## config.mk

```make
export PLATFORM = sky130hd
export DESIGN_NAME = alu_reverse_unit_flat
export DESIGN_NICKNAME = d
export VERILOG_FILES = /design/src/rtl/alu_rev_pkg.sv /design/src/rtl/alu_reverse_unit_if.sv /design/src/rtl/alu_rev_bit.sv /design/src/rtl/alu_reverse_unit.sv /design/src/flat_wrapper.sv
export SDC_FILE = /design/constraint.sdc
export NUM_CORES = 1
export LEC_CHECK = 0
export BUFFER_PORTS_ARGS = -buffer_cell sky130_fd_sc_hd__buf_2
export CORE_AREA = 2 2 145 147
export CTS_CLUSTER_DIAMETER = 200
export DETAILED_ROUTE_END_ITERATION = 12
export DIE_AREA = 0 0 147 149
export SLEW_MARGIN = 20
export SYNTH_ARGS = -nofsm -noshare
export SYNTH_HDL_FRONTEND = slang
export SYNTH_HIERARCHICAL = 1
export SYNTH_SLANG_ARGS = --single-unit
```

## constraint.sdc

```tcl
create_clock -name clk -period 2.1 [get_ports clk]
set_input_delay 0 -clock clk [delete_from_list [all_inputs] [get_ports clk]]
set_output_delay 0 -clock clk [all_outputs]
set_load 0.02 [all_outputs]
```

## src/rtl/alu_rev_pkg.sv

```systemverilog
// Shared types for the bit-serial operand-recovery unit.
// Select codes and FSM state encoding.
package alu_rev_pkg;

    localparam logic [1:0] SEL_AND = 2'b00;
    localparam logic [1:0] SEL_OR  = 2'b01;
    localparam logic [1:0] SEL_XOR = 2'b10;
    localparam logic [1:0] SEL_SUM = 2'b11;

    typedef enum logic [1:0] {
        IDLE = 2'b00,
        RUN  = 2'b01,
        DONE = 2'b10
    } state_t;

endpackage

```

## src/rtl/alu_reverse_unit_if.sv

```systemverilog
// Request/result handshake bundle for alu_reverse_unit.
// The unit is the slave; the producer/consumer side is the master.
interface alu_reverse_unit_if #(
    parameter int WIDTH = 32
);

    logic             in_valid;
    logic             in_ready;
    logic [WIDTH-1:0] in_f;
    logic [WIDTH-1:0] in_a;
    logic [1:0]       in_sel;
    logic             in_cin;
    logic             in_cout;

    logic             out_valid;
    logic             out_ready;
    logic [WIDTH-1:0] out_b;
    logic [WIDTH-1:0] out_ambig;
    logic             out_err;
    logic             out_cout_chk;
    logic             out_cout_err;

    modport master (
        output in_valid,
        input  in_ready,
        output in_f,
        output in_a,
        output in_sel,
        output in_cin,
        output in_cout,
        input  out_valid,
        output out_ready,
        input  out_b,
        input  out_ambig,
        input  out_err,
        input  out_cout_chk,
        input  out_cout_err
    );

    modport slave (
        input  in_valid,
        output in_ready,
        input  in_f,
        input  in_a,
        input  in_sel,
        input  in_cin,
        input  in_cout,
        output out_valid,
        input  out_ready,
        output out_b,
        output out_ambig,
        output out_err,
        output out_cout_chk,
        output out_cout_err
    );

endinterface

```

## src/rtl/alu_rev_bit.sv

```systemverilog
// Single-bit inverse of the reversible ALU slice.
// Recovers b from a and f and advances the carry chain.
import alu_rev_pkg::*;

module alu_rev_bit (
    input  logic       a,
    input  logic       f,
    input  logic [1:0] sel,
    input  logic       carry_in,
    output logic       b,
    output logic       ambig,
    output logic       err,
    output logic       carry_out,
    output logic       nochk
);

    always_comb begin
        b     = 1'b0;
        ambig = 1'b0;
        err   = 1'b0;
        unique case (1'b1)
            (sel == SEL_AND): begin
                if (a) begin
                    b = f;
                end else begin
                    ambig = 1'b1;
                    err   = f;
                end
            end
            (sel == SEL_OR): begin
                if (!a) begin
                    b = f;
                end else begin
                    ambig = 1'b1;
                    err   = ~f;
                end
            end
            (sel == SEL_XOR),
            (sel == SEL_SUM): begin
                b = a ^ f;
            end
            default: begin
                b = 1'b0;
            end
        endcase
    end

    // an unknown b under a=1 leaves the carry contribution unknown
    assign nochk     = ambig & a;
    assign carry_out = carry_in ^ (a & b);

endmodule

```

## src/rtl/alu_reverse_unit.sv

```systemverilog
// Bit-serial recovery of operand B from an ALU result, LSB first.
// One request in flight; results held until the consumer accepts.
import alu_rev_pkg::*;

module alu_reverse_unit #(
    parameter int WIDTH = 32
) (
    input logic               clk,
    input logic               rst_n,
    alu_reverse_unit_if.slave bus
);

    localparam int CW = (WIDTH > 1) ? $clog2(WIDTH) : 1;
    localparam logic [CW-1:0] LAST = CW'(WIDTH - 1);

    state_t           state;
    logic [CW-1:0]    cnt;
    logic [WIDTH-1:0] f_sh;
    logic [WIDTH-1:0] a_sh;
    logic [WIDTH-1:0] b_q;
    logic [WIDTH-1:0] am_q;
    logic [1:0]       sel_q;
    logic             carry;
    logic             cout_q;
    logic             err_q;
    logic             nochk_q;
    logic             rdy_q;
    logic             vld_q;
    logic             chk_q;
    logic             cerr_q;

    logic b_bit;
    logic am_bit;
    logic err_bit;
    logic c_nxt;
    logic nochk_bit;
    logic nochk_nxt;

    alu_rev_bit u_bit (
        .a         (a_sh[0]),
        .f         (f_sh[0]),
        .sel       (sel_q),
        .carry_in  (carry),
        .b         (b_bit),
        .ambig     (am_bit),
        .err       (err_bit),
        .carry_out (c_nxt),
        .nochk     (nochk_bit)
    );

    assign nochk_nxt = nochk_q | nochk_bit;

    always_ff @(posedge clk) begin
        if (!rst_n) begin
            state   <= IDLE;
            cnt     <= '0;
            f_sh    <= '0;
            a_sh    <= '0;
            b_q     <= '0;
            am_q    <= '0;
            sel_q   <= SEL_AND;
            carry   <= 1'b0;
            cout_q  <= 1'b0;
            err_q   <= 1'b0;
            nochk_q <= 1'b0;
            rdy_q   <= 1'b1;
            vld_q   <= 1'b0;
            chk_q   <= 1'b0;
            cerr_q  <= 1'b0;
        end else begin
            unique case (state)
                IDLE: begin
                    if (bus.in_valid) begin
                        f_sh    <= bus.in_f;
                        a_sh    <= bus.in_a;
                        sel_q   <= bus.in_sel;
                        carry   <= bus.in_cin;
                        cout_q  <= bus.in_cout;
                        cnt     <= '0;
                        b_q     <= '0;
                        am_q    <= '0;
                        err_q   <= 1'b0;
                        nochk_q <= 1'b0;
                        chk_q   <= 1'b0;
                        cerr_q  <= 1'b0;
                        rdy_q   <= 1'b0;
                        state   <= RUN;
                    end
                end
                RUN: begin
                    // new bits enter at the MSB; after WIDTH shifts bit i sits at i
                    b_q     <= {b_bit, b_q[WIDTH-1:1]};
                    am_q    <= {am_bit, am_q[WIDTH-1:1]};
                    f_sh    <= f_sh >> 1;
                    a_sh    <= a_sh >> 1;
                    err_q   <= err_q | err_bit;
                    nochk_q <= nochk_nxt;
                    carry   <= c_nxt;
                    cnt     <= cnt + 1'b1;
                    if (cnt == LAST) begin
                        chk_q  <= ~nochk_nxt;
                        cerr_q <= ~nochk_nxt & (c_nxt != cout_q);
                        vld_q  <= 1'b1;
                        state  <= DONE;
                    end
                end
                DONE: begin
                    if (bus.out_ready) begin
                        vld_q <= 1'b0;
                        rdy_q <= 1'b1;
                        state <= IDLE;
                    end
                end
                default: begin
                    vld_q <= 1'b0;
                    rdy_q <= 1'b1;
                    state <= IDLE;
                end
            endcase
        end
    end

    assign bus.in_ready     = rdy_q;
    assign bus.out_valid    = vld_q;
    assign bus.out_b        = b_q;
    assign bus.out_ambig    = am_q;
    assign bus.out_err      = err_q;
    assign bus.out_cout_chk = chk_q;
    assign bus.out_cout_err = cerr_q;

endmodule

```

## src/flat_wrapper.sv

```systemverilog
// flat-port wrapper written by rule: the top's interface ports become plain ports
module alu_reverse_unit_flat 
#(
    parameter int WIDTH = 32
)
  (clk, rst_n, bus_in_valid, bus_in_ready, bus_in_f, bus_in_a, bus_in_sel, bus_in_cin, bus_in_cout, bus_out_valid, bus_out_ready, bus_out_b, bus_out_ambig, bus_out_err, bus_out_cout_chk, bus_out_cout_err);
  alu_reverse_unit_if #(.WIDTH(WIDTH)) bus_i ();
  input logic clk;
  input logic rst_n;
  input wire logic [$bits(bus_i.in_valid)-1:0] bus_in_valid;
  output wire logic [$bits(bus_i.in_ready)-1:0] bus_in_ready;
  input wire logic [$bits(bus_i.in_f)-1:0] bus_in_f;
  input wire logic [$bits(bus_i.in_a)-1:0] bus_in_a;
  input wire logic [$bits(bus_i.in_sel)-1:0] bus_in_sel;
  input wire logic [$bits(bus_i.in_cin)-1:0] bus_in_cin;
  input wire logic [$bits(bus_i.in_cout)-1:0] bus_in_cout;
  output wire logic [$bits(bus_i.out_valid)-1:0] bus_out_valid;
  input wire logic [$bits(bus_i.out_ready)-1:0] bus_out_ready;
  output wire logic [$bits(bus_i.out_b)-1:0] bus_out_b;
  output wire logic [$bits(bus_i.out_ambig)-1:0] bus_out_ambig;
  output wire logic [$bits(bus_i.out_err)-1:0] bus_out_err;
  output wire logic [$bits(bus_i.out_cout_chk)-1:0] bus_out_cout_chk;
  output wire logic [$bits(bus_i.out_cout_err)-1:0] bus_out_cout_err;
  assign bus_i.in_valid = bus_in_valid;
  assign bus_in_ready = bus_i.in_ready;
  assign bus_i.in_f = bus_in_f;
  assign bus_i.in_a = bus_in_a;
  assign bus_i.in_sel = bus_in_sel;
  assign bus_i.in_cin = bus_in_cin;
  assign bus_i.in_cout = bus_in_cout;
  assign bus_out_valid = bus_i.out_valid;
  assign bus_i.out_ready = bus_out_ready;
  assign bus_out_b = bus_i.out_b;
  assign bus_out_ambig = bus_i.out_ambig;
  assign bus_out_err = bus_i.out_err;
  assign bus_out_cout_chk = bus_i.out_cout_chk;
  assign bus_out_cout_err = bus_i.out_cout_err;
  alu_reverse_unit #(.WIDTH(WIDTH)) u_core (.clk(clk), .rst_n(rst_n), .bus(bus_i));
endmodule
```

==> results.sh <==
export IMPL_crit_type="register to register"
export IMPL_die_x_um=147
export IMPL_start_util=0.2911
export IMPL_seqCellArea_sq_um=2903
export IMPL_drive_gt1_frac=0.2199
export IMPL_dpl_instance_area_sq_um=6937
export IMPL_relSlewSlack=0.7146
export IMPL_fill_cells=2085
export IMPL_cap_violations=0
export IMPL_netlist_area_sq_um=5983
export IMPL_switchingPower_mw=1.762
export IMPL_required_ns=2.44
export IMPL_fmax_mhz=576.5
export IMPL_grt_overflow=0
export IMPL_min_path_type="input port to register"
export IMPL_rsz0062_at_grt="no"
export IMPL_switching_share=0.2606
export IMPL_grt_pass1_wl_um=26830
export IMPL_place_congestion=0.7183
export IMPL_die_area_sq_um=21900
export IMPL_start_kind="register"
export IMPL_finalSetupTns_ns=0
export IMPL_setup_viol=0
export IMPL_finalMaxSlewViolations=0
export IMPL_clkTransAtPathRegs_ns=0.07
export IMPL_clockPowerShare=0.445
export IMPL_grt_start_max_net_pins=80
export IMPL_final_cell_mix="145 x dfxtp_1, 139 x buf_2, 99 x nor2_1"
export IMPL_crit_buf_inv=1
export IMPL_drt_iter0_drc=336
export IMPL_finalInstanceArea_sq_um=8218
export IMPL_status="completed"
export IMPL_leakage_nw=3.281
export IMPL_clk_latency_ns=0.42
export IMPL_die_h_um=149
export IMPL_core_sq_um=20560
export IMPL_gr_usage_all_layers=0.1493
export IMPL_p_comb_frac=0.116
export IMPL_clockRootBuffer="clkbuf_16"
export IMPL_htreeDepth=4
export IMPL_rows=53
export IMPL_timing_final_crit_share=0.8260
export IMPL_cp_end_kind="register"
export IMPL_vdd_drop_max_uv=534.1
export IMPL_worst_path_max_fanout=46
export IMPL_min_period_ns=1.735
export IMPL_dp_hpwl_um=9792
export IMPL_multiInputGateArea_sq_um=2761
export IMPL_internal_power_mw=4.999
export IMPL_cp_arrival_ns=2.08
export IMPL_cts_sinks=145
export IMPL_cts_tree="yes"
export IMPL_viasPerCell=4.748
export IMPL_drt_first_pass_iters=4
export IMPL_portBuffers=140
export IMPL_cts_buffers=17
export IMPL_cp_slowest_stage_delay_ns=0.58
export IMPL_cp_slowest_cell="dfxtp_1"
export IMPL_synth_seq_cells=145
export IMPL_cp_cell_sequence="or3b_4, buf_12, nand3_1, a21boi_0"
export IMPL_hold_violations=0
export IMPL_skew_ns=0.01183
export IMPL_finalPower_mw=6.761
export IMPL_synth_avg_cell_area_sq_um=8.475
export IMPL_wl_um=16220
export IMPL_seq_power_share=0.439
export IMPL_antenna_found_initial=0
export IMPL_syn_to_final_growth_pct=37.35
export IMPL_layout_commonest_cell="dfxtp_1"
export IMPL_first_global_vias=5274
export IMPL_cp_top_family="flip-flops"
export IMPL_ys_seq_area_frac=0.4852
export IMPL_drc=0
export IMPL_p_per_area_nw_per_um2=822.7
export IMPL_antenna_left=0
export IMPL_cts_buffer_depth=2
export IMPL_synth_fp_nets=783
export IMPL_vias=5560
export IMPL_pin_count=141
export IMPL_avgRoutedWirePerCell_um=13.85
export IMPL_yosysWarnings=6
export IMPL_synthCells=706
export IMPL_diodes=0
export IMPL_nets=960
export IMPL_worst_pin_slew_ns=0.4276
export IMPL_ys_types=35
## timing repair
action                                 in CTS  in global routing
resized for setup                           0                  0
hold buffers                               69                  0
endpoints found under the hold margin      70                  0
setup buffers                               0                  0
## sequential cells by signal, summed over array words and instances, names as in the netlist
| register | count |
|---|---|
| u_core/f_sh | 32 |
| u_core/cnt | 5 |
| u_core/bus.in_ready | 1 |
| u_core/state | 2 |
| u_core/bus.out_cout_err | 1 |
| u_core/bus.out_err | 1 |
| u_core/a_sh | 32 |
| u_core/nochk_q | 1 |
| u_core/cout_q | 1 |
| u_core/sel_q | 2 |
| u_core/bus.out_valid | 1 |
| u_core/bus.out_ambig | 32 |
| u_core/bus.out_cout_chk | 1 |
| u_core/bus.out_b | 32 |
| u_core/carry | 1 |
## cells in the mapped netlist
master	number	area, sq um
a21boi_0	67	503.0
a21boi_1	5	37.54
a21oi_1	36	180.2
and2_1	2	12.51
and3_1	1	6.260
buf_1	7	26.28
buf_2	23	115.1
buf_4	3	22.52
buf_6	3	33.78
clkbuf_1	33	123.9
dfxtp_1	145	2903
ha_1	5	62.56
inv_1	4	15.01
mux2_4	1	15.01
mux2i_1	2	20.02
nand2_1	83	311.6
nand2b_1	4	25.02
nand3_1	70	350.3
nor2_1	99	371.6
nor2b_1	2	12.51
nor3_1	2	10.01
nor3b_1	1	7.510
o211a_1	1	10.01
o211ai_2	1	12.51
o21a_1	3	22.52
o21ai_0	31	155.2
o21ba_2	1	10.01
o221ai_1	34	297.8
o22ai_1	4	25.02
o2bb2ai_1	27	236.5
o32ai_1	1	8.760
or2_2	1	6.260
or3b_1	1	8.760
or4_1	1	7.510
xnor2_1	2	17.52
## stage by stage
stage                     cells  hold WS (ns)  worst slack (ns)    util
final                      1171       0.02840            0.3655  0.3998
after detailed placement   1070        0.2687            0.3927  0.3374
after CTS                  1171       0.01607            0.3646  0.3998
after global placement     1070        0.2573            0.4293  0.3374
after floorplan             706        0.1449            0.5444       -
after global routing       1171       0.02253            0.1796  0.3998
## routing by layer
| metal | GRT usage | vias to the layer above | part of all wire | routed length (um) |
|---|---|---|---|---|
| li1 | - | 2826 | - | - |
| met1 | 0.2055 | 2586 | 0.49 | 8018 |
| met2 | 0.2331 | 135 | 0.44 | 7204 |
| met3 | 0.03731 | 13 | 0.050 | 808 |
| met4 | 0.04327 | 0 | 0.011 | 182 |
| met5 | 0 | - | 0 | 0 |
## power groups by stage
stage / logic [mW] / registers [mW] / clock network, mW
after floorplan: 0.472 / 3.01 / 0
after global placement: 0.682 / 3.03 / 0
after detailed placement: 0.686 / 3.03 / 0
after CTS: 0.790 / 2.97 / 3.10
after global routing: 0.879 / 2.98 / 3.23
final: 0.788 / 2.97 / 3.01
## area by class of cell
class | count | share of cell area
inverters | 4 | 0.001827
multi-input cells | 488 | 0.3360
clock inverters | 12 | 0.01507
well taps | 275 | 0.04187
repair buffers | 227 | 0.1952
flip-flops and latches | 145 | 0.3532
clock buffers | 20 | 0.05679
## worst reg2reg max path: stages, from the launching register on
cell and delay, ns:
dfxtp_1 0.58, or3b_4 0.46, buf_12 0.29, nand3_1 0.12
a21boi_0 0.19
## final timing paths
| check | start | endpoint | slack (ns) | cells after the start |
|---|---|---|---|---|
| max | u_core/state[1] | u_core/bus.out_b[1] | 0.37 | 4 |
| min | rst_n | u_core/bus.out_b[6] | 0.03 | 2 |
| max reg2reg | u_core/state[1] | u_core/bus.out_b[1] | 0.37 | 4 |
| min reg2reg | u_core/bus.out_b[26] | u_core/bus.out_b[25] | 0.46 | 2 |
## cells by family (layout without fill, tap and decap cells)
logic type,count (synthesis),in the layout,share of synthesized area
multiplexers,3,3,0.005855
AO/OA/AOI/OAI,211,211,0.2505
flip-flops,145,145,0.4852
AND/OR/NAND/NOR,267,267,0.1888
adder cells (fa/ha/maj),5,5,0.01046
buffers and inverters,73,263,0.05625
XOR/XNOR,2,2,0.002928
(Power assumes the default switching activity.)
